==> config.mk <==
export PLATFORM = sky130hd
export DESIGN_NAME = adxl362_spi_responder
export DESIGN_NICKNAME = d
export VERILOG_FILES = /design/src/rtl/adxl362_pkg.sv /design/src/rtl/adxl362_spi_responder_sync.sv /design/src/rtl/adxl362_spi_responder.sv
export SDC_FILE = /design/constraint.sdc
export NUM_CORES = 1
export LEC_CHECK = 0
export CORE_MARGIN = 1
export CORE_UTILIZATION = 59
export CTS_BUF_LIST = sky130_fd_sc_hd__clkbuf_4 sky130_fd_sc_hd__clkbuf_8 sky130_fd_sc_hd__clkbuf_16
export CTS_CLUSTER_SIZE = 14
export DETAILED_ROUTE_END_ITERATION = 8
export PLACE_DENSITY_LB_ADDON = 0.2
export SLEW_MARGIN = 30
export SYNTH_ARGS = -nofsm -noshare
export SYNTH_HDL_FRONTEND = slang
export SYNTH_SLANG_ARGS = --single-unit
==> constraint.sdc <==
create_clock -name clk -period 4.7 [get_ports clk]
set_clock_uncertainty 0.1 [all_clocks]
set_input_delay 0.47 -clock clk [delete_from_list [all_inputs] [get_ports clk]]
set_output_delay 0.47 -clock clk [all_outputs]
set_load 0.02 [all_outputs]
==> src/rtl/adxl362_pkg.sv <==
// Shared constants, register addresses and FSM state type for the ADXL362 SPI responder.
`timescale 1ns/1ps
package adxl362_pkg;

   localparam logic [7:0] CMD_READ       = 8'h0B;
   localparam logic [7:0] CMD_WRITE      = 8'h0A;
   localparam logic [7:0] SOFT_RESET_KEY = 8'h52;
   localparam logic [7:0] DEVID_AD_VAL   = 8'hAD;
   localparam logic [7:0] DEVID_MST_VAL  = 8'h1D;

   localparam logic [5:0] ADDR_DEVID_AD   = 6'h00;
   localparam logic [5:0] ADDR_DEVID_MST  = 6'h01;
   localparam logic [5:0] ADDR_PARTID     = 6'h02;
   localparam logic [5:0] ADDR_REVID      = 6'h03;
   localparam logic [5:0] ADDR_XDATA      = 6'h08;
   localparam logic [5:0] ADDR_YDATA      = 6'h09;
   localparam logic [5:0] ADDR_ZDATA      = 6'h0A;
   localparam logic [5:0] ADDR_STATUS     = 6'h0B;
   localparam logic [5:0] ADDR_XDATA_L    = 6'h0E;
   localparam logic [5:0] ADDR_XDATA_H    = 6'h0F;
   localparam logic [5:0] ADDR_YDATA_L    = 6'h10;
   localparam logic [5:0] ADDR_YDATA_H    = 6'h11;
   localparam logic [5:0] ADDR_ZDATA_L    = 6'h12;
   localparam logic [5:0] ADDR_ZDATA_H    = 6'h13;
   localparam logic [5:0] ADDR_SOFT_RESET = 6'h1F;
   localparam logic [5:0] ADDR_WR_FIRST   = 6'h20;
   localparam logic [5:0] ADDR_WR_LAST    = 6'h2E;
   localparam logic [5:0] ADDR_FILTER_CTL = 6'h2C;
   localparam logic [5:0] ADDR_POWER_CTL  = 6'h2D;

   // Writable bank 0x20..0x2E is indexed by the low address nibble.
   localparam int NUM_WREGS  = 15;
   localparam int FILTER_IDX = int'(ADDR_FILTER_CTL) - int'(ADDR_WR_FIRST);
   localparam int POWER_IDX  = int'(ADDR_POWER_CTL) - int'(ADDR_WR_FIRST);

   typedef enum logic [2:0] {
      StIdle,
      StCmd,
      StAddr,
      StData,
      StIgnore
   } spi_state_e;

   function automatic logic is_writable(input logic [5:0] addr);
      return (addr >= ADDR_WR_FIRST) && (addr <= ADDR_WR_LAST);
   endfunction

endpackage

==> src/rtl/adxl362_spi_responder_sync.sv <==
// Multi-flop synchronizer for the SPI pins with edge detection on CSN and SCLK.
`timescale 1ns/1ps
module spi_slave_sync #(
   parameter int unsigned SYNC_STAGES = 2
) (
   input  logic i_clk,
   input  logic i_arst_n,
   input  logic i_spi_csn,
   input  logic i_spi_sclk,
   input  logic i_spi_mosi,
   output logic o_csn_sync,
   output logic o_csn_fall,
   output logic o_csn_rise,
   output logic o_sclk_rise,
   output logic o_sclk_fall,
   output logic o_mosi_sync
);

   logic [SYNC_STAGES-1:0] r_csn_ff;
   logic [SYNC_STAGES-1:0] r_sclk_ff;
   logic [SYNC_STAGES-1:0] r_mosi_ff;
   logic                   r_csn_prev;
   logic                   r_sclk_prev;

   // CSN resets to the deselected level so no spurious fall follows reset.
   always_ff @(posedge i_clk or negedge i_arst_n) begin
      if (!i_arst_n) begin
         r_csn_ff    <= '1;
         r_sclk_ff   <= '0;
         r_mosi_ff   <= '0;
         r_csn_prev  <= 1'b1;
         r_sclk_prev <= 1'b0;
      end else begin
         r_csn_ff    <= {r_csn_ff[SYNC_STAGES-2:0], i_spi_csn};
         r_sclk_ff   <= {r_sclk_ff[SYNC_STAGES-2:0], i_spi_sclk};
         r_mosi_ff   <= {r_mosi_ff[SYNC_STAGES-2:0], i_spi_mosi};
         r_csn_prev  <= r_csn_ff[SYNC_STAGES-1];
         r_sclk_prev <= r_sclk_ff[SYNC_STAGES-1];
      end
   end

   assign o_csn_sync  = r_csn_ff[SYNC_STAGES-1];
   assign o_mosi_sync = r_mosi_ff[SYNC_STAGES-1];
   assign o_csn_fall  = r_csn_prev & ~r_csn_ff[SYNC_STAGES-1];
   assign o_csn_rise  = ~r_csn_prev & r_csn_ff[SYNC_STAGES-1];
   assign o_sclk_rise = ~r_sclk_prev & r_sclk_ff[SYNC_STAGES-1];
   assign o_sclk_fall = r_sclk_prev & ~r_sclk_ff[SYNC_STAGES-1];

endmodule

==> src/rtl/adxl362_spi_responder.sv <==
// SPI mode-0 slave emulating the ADXL362: command decode, 64-byte register map, sample injection.
`timescale 1ns/1ps
module adxl362_spi_responder
   import adxl362_pkg::*;
#(
   parameter int unsigned SYNC_STAGES    = 2,
   parameter logic [7:0]  PARTID         = 8'hF2,
   parameter logic [7:0]  REVID          = 8'h01,
   parameter logic [7:0]  FILTER_DEFAULT = 8'h13
) (
   input  logic        clk,
   input  logic        arst_n,
   input  logic        spi_csn,
   input  logic        spi_sclk,
   input  logic        spi_mosi,
   output logic        spi_miso,
   output logic        spi_miso_oe,
   input  logic [11:0] accel_x_i,
   input  logic [11:0] accel_y_i,
   input  logic [11:0] accel_z_i,
   input  logic        sample_valid_i,
   output logic [7:0]  power_ctl_o,
   output logic        measure_mode_o,
   output logic        wr_strobe_o,
   output logic [5:0]  wr_addr_o,
   output logic [7:0]  wr_data_o,
   output logic        cmd_error_o
);

   function automatic logic [7:0] wreg_default(input int idx);
      return (idx == FILTER_IDX) ? FILTER_DEFAULT : 8'h00;
   endfunction

   logic w_csn_sync, w_csn_fall, w_csn_rise, w_sclk_rise, w_sclk_fall, w_mosi_sync;

   spi_slave_sync #(
      .SYNC_STAGES(SYNC_STAGES)
   ) u_sync (
      .i_clk       (clk),
      .i_arst_n    (arst_n),
      .i_spi_csn   (spi_csn),
      .i_spi_sclk  (spi_sclk),
      .i_spi_mosi  (spi_mosi),
      .o_csn_sync  (w_csn_sync),
      .o_csn_fall  (w_csn_fall),
      .o_csn_rise  (w_csn_rise),
      .o_sclk_rise (w_sclk_rise),
      .o_sclk_fall (w_sclk_fall),
      .o_mosi_sync (w_mosi_sync)
   );

   spi_state_e  r_state, w_state_d;
   logic [2:0]  r_bit_cnt;
   logic [6:0]  r_shift_in;
   logic [7:0]  r_shift_out;
   logic [5:0]  r_addr;
   logic        r_is_read;
   logic        r_load_pending;
   logic [11:0] r_x, r_y, r_z, r_sx, r_sy, r_sz;
   logic        r_ready, r_sready;
   logic [7:0]  r_wregs [NUM_WREGS];
   logic        r_wr_strobe, r_cmd_error;
   logic [5:0]  r_wr_addr;
   logic [7:0]  r_wr_data;

   logic       w_byte_done;
   logic [7:0] w_byte;
   logic [7:0] w_rd_data;
   logic       w_snapshot, w_cmd_err, w_set_read, w_set_write, w_addr_done, w_data_done;

   assign w_byte_done = w_sclk_rise && (r_bit_cnt == 3'd7);
   assign w_byte      = {r_shift_in, w_mosi_sync};

   always_ff @(posedge clk or negedge arst_n) begin
      if (!arst_n) r_state <= StIdle;
      else         r_state <= w_state_d;
   end

   always_comb begin
      w_state_d   = r_state;
      w_snapshot  = 1'b0;
      w_cmd_err   = 1'b0;
      w_set_read  = 1'b0;
      w_set_write = 1'b0;
      w_addr_done = 1'b0;
      w_data_done = 1'b0;
      if (w_csn_rise) begin
         w_state_d = StIdle;
      end else begin
         unique case (r_state)
            StIdle: begin
               if (w_csn_fall) begin
                  w_snapshot = 1'b1;
                  w_state_d  = StCmd;
               end
            end
            StCmd: begin
               if (w_byte_done) begin
                  if (w_byte == CMD_READ) begin
                     w_set_read = 1'b1;
                     w_state_d  = StAddr;
                  end else if (w_byte == CMD_WRITE) begin
                     w_set_write = 1'b1;
                     w_state_d   = StAddr;
                  end else begin
                     w_cmd_err = 1'b1;
                     w_state_d = StIgnore;
                  end
               end
            end
            StAddr: begin
               if (w_byte_done) begin
                  w_addr_done = 1'b1;
                  w_state_d   = StData;
               end
            end
            StData:   w_data_done = w_byte_done;
            StIgnore: w_state_d = StIgnore;
            default:  w_state_d = StIdle;
         endcase
      end
   end

   // Reads always come from the shadow copy taken at CSN fall.
   always_comb begin
      w_rd_data = 8'h00;
      case (r_addr)
         ADDR_DEVID_AD:  w_rd_data = DEVID_AD_VAL;
         ADDR_DEVID_MST: w_rd_data = DEVID_MST_VAL;
         ADDR_PARTID:    w_rd_data = PARTID;
         ADDR_REVID:     w_rd_data = REVID;
         ADDR_XDATA:     w_rd_data = r_sx[11:4];
         ADDR_YDATA:     w_rd_data = r_sy[11:4];
         ADDR_ZDATA:     w_rd_data = r_sz[11:4];
         ADDR_STATUS:    w_rd_data = {7'b0, r_sready};
         ADDR_XDATA_L:   w_rd_data = r_sx[7:0];
         ADDR_XDATA_H:   w_rd_data = {{4{r_sx[11]}}, r_sx[11:8]};
         ADDR_YDATA_L:   w_rd_data = r_sy[7:0];
         ADDR_YDATA_H:   w_rd_data = {{4{r_sy[11]}}, r_sy[11:8]};
         ADDR_ZDATA_L:   w_rd_data = r_sz[7:0];
         ADDR_ZDATA_H:   w_rd_data = {{4{r_sz[11]}}, r_sz[11:8]};
         default: begin
            if (is_writable(r_addr)) w_rd_data = r_wregs[r_addr[3:0]];
         end
      endcase
   end

   always_ff @(posedge clk or negedge arst_n) begin
      if (!arst_n) begin
         r_bit_cnt      <= '0;
         r_shift_in     <= '0;
         r_shift_out    <= '0;
         r_addr         <= '0;
         r_is_read      <= 1'b0;
         r_load_pending <= 1'b0;
         r_x            <= '0;
         r_y            <= '0;
         r_z            <= '0;
         r_ready        <= 1'b0;
         r_sx           <= '0;
         r_sy           <= '0;
         r_sz           <= '0;
         r_sready       <= 1'b0;
         for (int i = 0; i < NUM_WREGS; i++) r_wregs[i] <= wreg_default(i);
         r_wr_strobe    <= 1'b0;
         r_wr_addr      <= '0;
         r_wr_data      <= '0;
         r_cmd_error    <= 1'b0;
      end else begin
         r_wr_strobe <= 1'b0;
         r_cmd_error <= w_cmd_err;
         if (sample_valid_i) begin
            r_x     <= accel_x_i;
            r_y     <= accel_y_i;
            r_z     <= accel_z_i;
            r_ready <= 1'b1;
         end
         // A sample arriving with CSN fall is the one captured.
         if (w_snapshot) begin
            r_sx           <= sample_valid_i ? accel_x_i : r_x;
            r_sy           <= sample_valid_i ? accel_y_i : r_y;
            r_sz           <= sample_valid_i ? accel_z_i : r_z;
            r_sready       <= sample_valid_i | r_ready;
            r_ready        <= 1'b0;
            r_bit_cnt      <= '0;
            r_load_pending <= 1'b0;
         end
         if (w_sclk_rise && (r_state != StIdle)) begin
            r_shift_in <= w_byte[6:0];
            r_bit_cnt  <= r_bit_cnt + 3'd1;
         end
         if (w_set_read)  r_is_read <= 1'b1;
         if (w_set_write) r_is_read <= 1'b0;
         if (w_addr_done) begin
            r_addr         <= w_byte[5:0];
            r_load_pending <= r_is_read;
         end
         if (w_data_done) begin
            r_addr <= r_addr + 6'd1;
            if (r_is_read) begin
               r_load_pending <= 1'b1;
            end else if (is_writable(r_addr)) begin
               r_wregs[r_addr[3:0]] <= w_byte;
               r_wr_strobe          <= 1'b1;
               r_wr_addr            <= r_addr;
               r_wr_data            <= w_byte;
            end else if ((r_addr == ADDR_SOFT_RESET) && (w_byte == SOFT_RESET_KEY)) begin
               for (int i = 0; i < NUM_WREGS; i++) r_wregs[i] <= wreg_default(i);
               r_wr_strobe <= 1'b1;
               r_wr_addr   <= r_addr;
               r_wr_data   <= w_byte;
            end
         end
         // The first fall after a completed byte loads the next register; later falls shift.
         if (w_sclk_fall && (r_state == StData) && r_is_read) begin
            if (r_load_pending) begin
               r_shift_out    <= w_rd_data;
               r_load_pending <= 1'b0;
            end else begin
               r_shift_out <= {r_shift_out[6:0], 1'b0};
            end
         end
      end
   end

   assign spi_miso_oe    = ~w_csn_sync;
   assign spi_miso       = ((r_state == StData) && r_is_read) ? r_shift_out[7] : 1'b0;
   assign power_ctl_o    = r_wregs[POWER_IDX];
   assign measure_mode_o = (r_wregs[POWER_IDX][1:0] == 2'b10);
   assign wr_strobe_o    = r_wr_strobe;
   assign wr_addr_o      = r_wr_addr;
   assign wr_data_o      = r_wr_data;
   assign cmd_error_o    = r_cmd_error;

endmodule

Word-level counts from Yosys, hierarchy flattened

Cells that the tools add are included.
Widths: inputs -> output; s select.

Register bits: 247
Word-level logic and storage cells: 167
Input port bits: 42

Magnitude comparators: 4
Bitwise gates (word level): 11
Muxes and demuxes: 66
Equality and inequality tests: 27
Add/subtract/negate cells: 2
Reduce and logical (&&, ||, !) cells: 18

Operators with widths:

| cell                | number |
|---|---|
| $mux 120            | 2 |
| $bwmux 120          | 1 |
| $pmux 8 s14         | 1 |
| $mux 8              | 7 |
| $mux 1              | 37 |
| $eq 6x4->1 const B  | 6 |
| $mux 12             | 3 |
| $bmux 8 s4          | 1 |
| $demux 8 s4         | 1 |
| $eq 6x5->1 const B  | 5 |
| $mux 3              | 8 |
| $mux 6              | 4 |
| $eq 8x4->1 const B  | 2 |
| $pmux 3 s5          | 1 |
| $eq 6x2->1 const B  | 2 |
| $reduce_bool 2->1   | 5 |
| $eq 8x7->1 const B  | 1 |
| $logic_and 1x1->1   | 8 |
| $add 6x1->6 const B | 1 |
| $eq 3x2->1 const B  | 2 |
| $eq 3x3->1 const B  | 2 |
| $eq 6x1->1 const B  | 1 |
| $ge 6x6->1 const B  | 1 |
| $le 6x6->1 const B  | 1 |
| other kinds (17)    | 25 |

Depth between registers and ports, before layout

Word-level depth: 11
Mapped depth: 12
Gate-level depth less buffers: 8

Modules after synthesis

From an unflattened synthesis, not the netlist that was laid out.

Cells, all modules: 903
Area total of the unflattened synthesis: 11,344.6 µm²

By module, submodules not included:

| module                | cells each | area an instance (µm²) | sequential area each (µm²) | instances |
|---|---|---|---|---|
| adxl362_spi_responder | 891        | 11,105.7               | 5,984.5                    | 1 |
| spi_slave_sync        | 12         | 239.0                  | 203.9                      | 1 |

Worst setup path before layout

OpenSTA, ideal clock, no wires.

Kind: reg2reg
Start: register r_addr[0]
End: register r_wregs[64] (netlist name)
Period minus slack after synthesis: 2.759 ns
Stages on the path, launching flop included: 13
Required time: 4.472 ns
Path buffers: 6
Path slack: 1.941 ns
Data arrival time: 2.532 ns
Path through: dfrtp_1 buf_2 buf_2 buf_2 inv_1 ha_1 clkbuf_1 clkbuf_1 buf_1 nand2_1 nand2_1 nand2_1 o2bb2ai_1

Cells in the longest elaborated chain, start to end: 7

Ends and longest elaborated chain:

| element                                                               | line                         | text |
|---|---|---|
| start: declaration                                                    | adxl362_spi_responder.sv:56  | `logic [5:0] r_addr;` |
| start signal: assignment                                              | adxl362_spi_responder.sv:195 | `r_addr <= w_byte[5:0];` |
| start signal: assignment                                              | adxl362_spi_responder.sv:199 | `r_addr <= r_addr + 6'd1;` |
| $not 4->5 (implied by the code)                                       | adxl362_spi_responder.sv:203 | `r_wregs[r_addr[3:0]] <= w_byte;` |
| $ge 5x5->1 (implied by the code) / $lt 5x1->1 (equally long branches) | adxl362_spi_responder.sv:203 |  |
| $logic_and 1x1->1 (implied by the code)                               | adxl362_spi_responder.sv:203 |  |
| $mux 8 (implied by the code)                                          | adxl362_spi_responder.sv:203 |  |
| $demux 8 s4                                                           | adxl362_spi_responder.sv:203 |  |
| $bwmux 120                                                            | adxl362_spi_responder.sv:203 |  |
| $mux 120                                                              | adxl362_spi_responder.sv:202 | `end else if (is_writable(r_addr)) begin` |
| end signal: indexed assignment                                        | adxl362_spi_responder.sv:203 |  |
| end: declaration                                                      | adxl362_spi_responder.sv:61  | `logic [7:0] r_wregs [NUM_WREGS];` |

Several ways; a longest one is shown, not always the timed one.
A chain may end at the register's enable or synchronous reset.

Worst setup path in the final report

Start: register r_addr[1]
End: register r_shift_out[6]

Cells in the longest elaborated chain, start to end: 7

Ends and longest elaborated chain:

| element                                   | line                         | text |
|---|---|---|
| $not 4->5 (implied by the code)           | adxl362_spi_responder.sv:143 | `if (is_writable(r_addr)) w_rd_data = r_wregs[r_addr[3:0]];` |
| $bmux 8 s4                                | adxl362_spi_responder.sv:143 |  |
| $mux 8 (implied by the code) (2 in a row) | adxl362_spi_responder.sv:143 |  |
| $mux 8                                    | adxl362_spi_responder.sv:143 |  |
| $pmux 8 s14 *                             | adxl362_spi_responder.sv:127 | `case (r_addr)` |
| $mux 8 *                                  | adxl362_spi_responder.sv:216 | `if (r_load_pending) begin` |
| end signal: assignment                    | adxl362_spi_responder.sv:217 | `r_shift_out <= w_rd_data;` |
| end signal: assignment                    | adxl362_spi_responder.sv:220 | `r_shift_out <= {r_shift_out[6:0], 1'b0};` |
| end: declaration                          | adxl362_spi_responder.sv:55  | `logic [7:0] r_shift_out;` |

Every way passes the cells marked *; elsewhere a longest branch is shown, timed or not. The select of a mux whose other input is x is not followed.

==> impl_metrics.prom <==
# TYPE chip_impl_metric gauge
chip_impl_metric{name="htreeDepth",unit=""} 1
chip_impl_metric{name="drv_cap",unit=""} 0
chip_impl_info{name="most_frequent_cells_in_the_layout",value="dfrtp_1 (240), o2bb2ai_1 (121), nand2_1 (94), mux2_2 (89), clkdlybuf4s50_1 (67)"} 1
chip_impl_metric{name="die-height",unit="µm"} 140
chip_impl_metric{name="worst_slack",unit="ps"} 1410
chip_impl_metric{name="syn-instance-count",unit=""} 916
chip_impl_metric{name="num_vias",unit=""} 8269
chip_impl_metric{name="achievable_frequency",unit="GHz"} 0.304
chip_impl_metric{name="area_growth_syn_to_layout",unit="%"} 15.5
chip_impl_metric{name="clk_pin_slew",unit="ps"} 70
chip_impl_metric{name="totalWireLength",unit="mm"} 29.0
chip_impl_metric{name="cts-root-to-sink-buffers",unit=""} 3
chip_impl_metric{name="synth-compound-area-share",unit="%"} 15.8
chip_impl_metric{name="synth_xor_xnor_area_share",unit="%"} 0
chip_impl_metric{name="layoutNonFillerInstCount",unit=""} 1213
chip_impl_metric{name="remaining_global_route_overflow",unit=""} 0
chip_impl_metric{name="synthesis.area_per_instance",unit="µm²"} 12.3
chip_impl_info{name="setup.worst_path.class",value="flop to flop"} 1
chip_impl_info{name="synth_top_family_by_area",value="compound AO/OA/AOI/OAI gates"} 1
chip_impl_metric{name="post_synth_mux_area_share",unit="%"} 14.7
chip_impl_metric{name="tritoncts_num_sinks",unit=""} 247
chip_impl_metric{name="drc",unit=""} 0
chip_impl_metric{name="finalSetupViolations",unit=""} 0
chip_impl_metric{name="finalWeightedCongestion",unit=""} 0.966
chip_impl_metric{name="timing.final.crit_share",unit="%"} 70.1
chip_impl_metric{name="core_area",unit="µm²"} 18700
chip_impl_metric{name="cts_setup_buffers",unit=""} 0
chip_impl_metric{name="synth_async_sr_flop_share",unit="%"} 100
chip_impl_metric{name="initial_antenna_violation_count",unit=""} 0
chip_impl_metric{name="yosysUniqueCellTypes",unit=""} 67
chip_impl_info{name="endpoint_kind",value="flop"} 1
chip_impl_metric{name="drive_gt1_share",unit="%"} 20.9
chip_impl_metric{name="period_minus_slack",unit="ps"} 3290
chip_impl_metric{name="final.setup.tns",unit="ps"} 0
chip_impl_info{name="tritoncts",value="built"} 1
chip_impl_metric{name="synth_seq_cells",unit=""} 247
chip_impl_metric{name="max_slew_margin",unit="%"} 39.2
chip_impl_metric{name="stdcell_area",unit="µm²"} 13000
chip_impl_metric{name="dp_worst_setup_slack",unit="ps"} 1390
chip_impl_metric{name="post_drt_via_cell_ratio",unit=""} 6.82
chip_impl_metric{name="syn-num-nets",unit=""} 964
chip_impl_metric{name="yosys_warnings",unit=""} 0
chip_impl_info{name="cp-start-kind",value="flop"} 1
chip_impl_info{name="grt_setup_unrepaired",value="no"} 1
chip_impl_metric{name="design.die.area",unit="µm²"} 19700
chip_impl_metric{name="count_of_boundary_i_o_pins",unit=""} 69
chip_impl_metric{name="final-hold-violation-count",unit=""} 0
chip_impl_metric{name="timing.critical_path.required",unit="ps"} 5000
chip_impl_metric{name="worst-slew-pin-transition",unit="ps"} 909
chip_impl_info{name="synth_area_leader_cell",value="dfrtp_1"} 1
chip_impl_metric{name="initial_utilization",unit="%"} 60.4
chip_impl_metric{name="synth-adder-area-share",unit="%"} 0.665
chip_impl_metric{name="floorplan.rows",unit=""} 50
chip_impl_metric{name="final_max_slew_viol_count",unit=""} 0
chip_impl_metric{name="final_core_util",unit="%"} 69.7
chip_impl_metric{name="cts_made_buffers",unit=""} 26
chip_impl_metric{name="num-fill-cells",unit=""} 1318
chip_impl_metric{name="dr.pass1.iters",unit=""} 6
chip_impl_metric{name="post_dp_cell_area",unit="µm²"} 12100
chip_impl_metric{name="critical_path_peak_fanout",unit=""} 17
chip_impl_metric{name="dpl.cell_count",unit=""} 1164
chip_impl_metric{name="grt_start_max_net_pins",unit=""} 119
chip_impl_metric{name="drt_iter0_drc",unit=""} 913
chip_impl_info{name="layout.cells.most_common",value="dfrtp_1"} 1
chip_impl_metric{name="place.detailed.hpwl",unit="mm"} 18.8
chip_impl_metric{name="grt_pass1_vias",unit=""} 8280
chip_impl_metric{name="synth.top_cell.area_share",unit="%"} 53.4
chip_impl_metric{name="mappedNetlistArea",unit="µm²"} 11300
chip_impl_info{name="min_path_type",value="input port to flop"} 1
chip_impl_info{name="synthFlopType",value="dfrtp_1"} 1
chip_impl_metric{name="remaining_antenna_violation_count_after_routing",unit=""} 0
chip_impl_info{name="outcome",value="finished, final reports clean"} 1
chip_impl_metric{name="count_of_instances_resized_after_the_clock_tree_is_built",unit=""} 0
chip_impl_metric{name="power_per_cell_area",unit="nW/µm²"} 383
chip_impl_info{name="clk_root_buffer_cell",value="clkbuf_16"} 1
chip_impl_metric{name="die_w",unit="µm"} 140
chip_impl_metric{name="synth-seq-area-share",unit="%"} 54.8
chip_impl_metric{name="wire_per_inst",unit="µm"} 23.9
chip_impl_metric{name="total_leakage_power",unit="nW"} 5.39
chip_impl_info{name="ys_top_cells_by_area",value="dfrtp_1 (53%), o2bb2ai_1 (9.4%), mux2_2 (8.9%), mux4_2 (4.8%), nand2_1 (3.1%)"} 1
chip_impl_metric{name="final_nets",unit=""} 1007
chip_impl_metric{name="clkLatencyLatePin",unit="ps"} 540
chip_impl_metric{name="worst_ir_drop_vdd",unit="mV"} 0.342
chip_impl_metric{name="simple_gate_fraction_of_synth_area",unit="%"} 11.0
chip_impl_metric{name="grt_util_all_layers",unit="%"} 31.0
chip_impl_metric{name="port-buffer-count",unit=""} 68
chip_impl_metric{name="grt_pass1_wl",unit="mm"} 47.0
chip_impl_metric{name="antenna_cells",unit=""} 0
chip_impl_metric{name="post_synth_edffs",unit=""} 0
chip_impl_metric{name="worst_ep_arrival_time",unit="ps"} 3590
==> worst max-delay path: stages (launching register included) <==
cell      delay, ps
dfrtp_1         770
inv_1           320
ha_1            530
and3b_1         450
nand3_1         150
nand3_1         130
o311ai_0        570
nand3_1         130
==> routing by layer <==
metal | vias up | wire (µm) | global-route usage (%)
li1 | 3578 | - | -
met1 | 4148 | 12200 | 43.0
met3 | 114 | 2310 | 5.88
met2 | 429 | 13200 | 47.3
met5 | - | 0 | 0
met4 | 0 | 1370 | 15.0
==> synth_stat cells (4+ instances only) <==
master and n:
o21ai_0 19, mux2i_1 10, dfrtp_1 241, and3_1 4
a21oi_1 9, nand2_2 10, clkbuf_1 32, nand2_1 94
or3_1 4, nor2b_1 11, o2bb2ai_1 121, o211ai_1 4
a31oi_1 4, buf_2 16, inv_1 7, nand3_1 54
ha_1 6, mux4_2 24, o22a_1 4, mux2_2 89
nand3b_1 4, nor3_1 4, a21o_1 4, buf_1 9
nor2_1 16, nand4_1 12, nor4_1 4, a311oi_1 6
a22oi_1 7, dfstp_2 6, buf_4 10, a22o_1 10
==> stage by stage <==
stage               hold slack (ps)  power, mW
floorplan                      74.4       2.63
global placement                232       2.80
detailed placement              246       2.81
CTS                             239       5.03
global route                    244       5.16
finish                          242       5.00
==> cell type report <==
type                    instances  area [µm²]  area share, %
multi-input cells             592        4780           36.6
repair buffers                 82         806           6.18
flip-flops and latches        247        6190           47.5
clock inverters                12         170           1.30
inverters                      10        37.5          0.288
well taps                     234         293           2.24
clock buffers                  36         768           5.89
==> flip-flops by register name (all words and copies together), names as in the netlist, 8 cells and up <==
| signal | cells |
|---|---|
| r_sz | 12 |
| r_shift_out | 8 |
| r_z | 12 |
| r_wregs | 112 |
| r_sx | 12 |
| r_y | 12 |
| wr_data_o | 8 |
| r_sy | 12 |
| r_x | 12 |
| power_ctl_o | 8 |
==> kinds of logic (layout without fill, tap and decap cells) <==
group                    after synthesis  after routing
flip-flops                           247            247
AND/OR/NAND/NOR                      242            242
AO/OA/AOI/OAI                        220            220
multiplexers                         124            124
buffers and inverters                 77            140
adder cells (fa/ha/maj)                6              6
==> timing repair <==
action / CTS / global route
endpoints found under the setup margin: 0 / 0
hold buffers: 1 / 0
endpoints found under the hold margin: 88 / 0
==> power by group <==
group | internal [mW] | switching, mW | total [mW]
Clock | 1.37 | 0.855 | 2.22
Combinational | 0.193 | 0.132 | 0.325
Sequential | 2.28 | 0.168 | 2.45
==> worst paths after layout <==
| path | slack, ps | from | end | depth (start not counted) |
|---|---|---|---|---|
| setup reg to reg | 1410 | r_addr[1] | r_shift_out[6] | 7 |
| hold / removal | 240 | spi_csn | u_sync.r_csn_ff[0] | 1 |
| hold reg to reg | 260 | u_sync.r_csn_ff[0] | u_sync.r_csn_ff[1] | 0 |
| max in group asynchronous | 2980 | arst_n | r_wregs[21] | 3 |
| setup / recovery | 1410 | r_addr[1] | r_shift_out[6] | 7 |
| min in group asynchronous | 450 | arst_n | r_y[0] | 2 |
No activity file was read; power rests on OpenSTA's default activity.
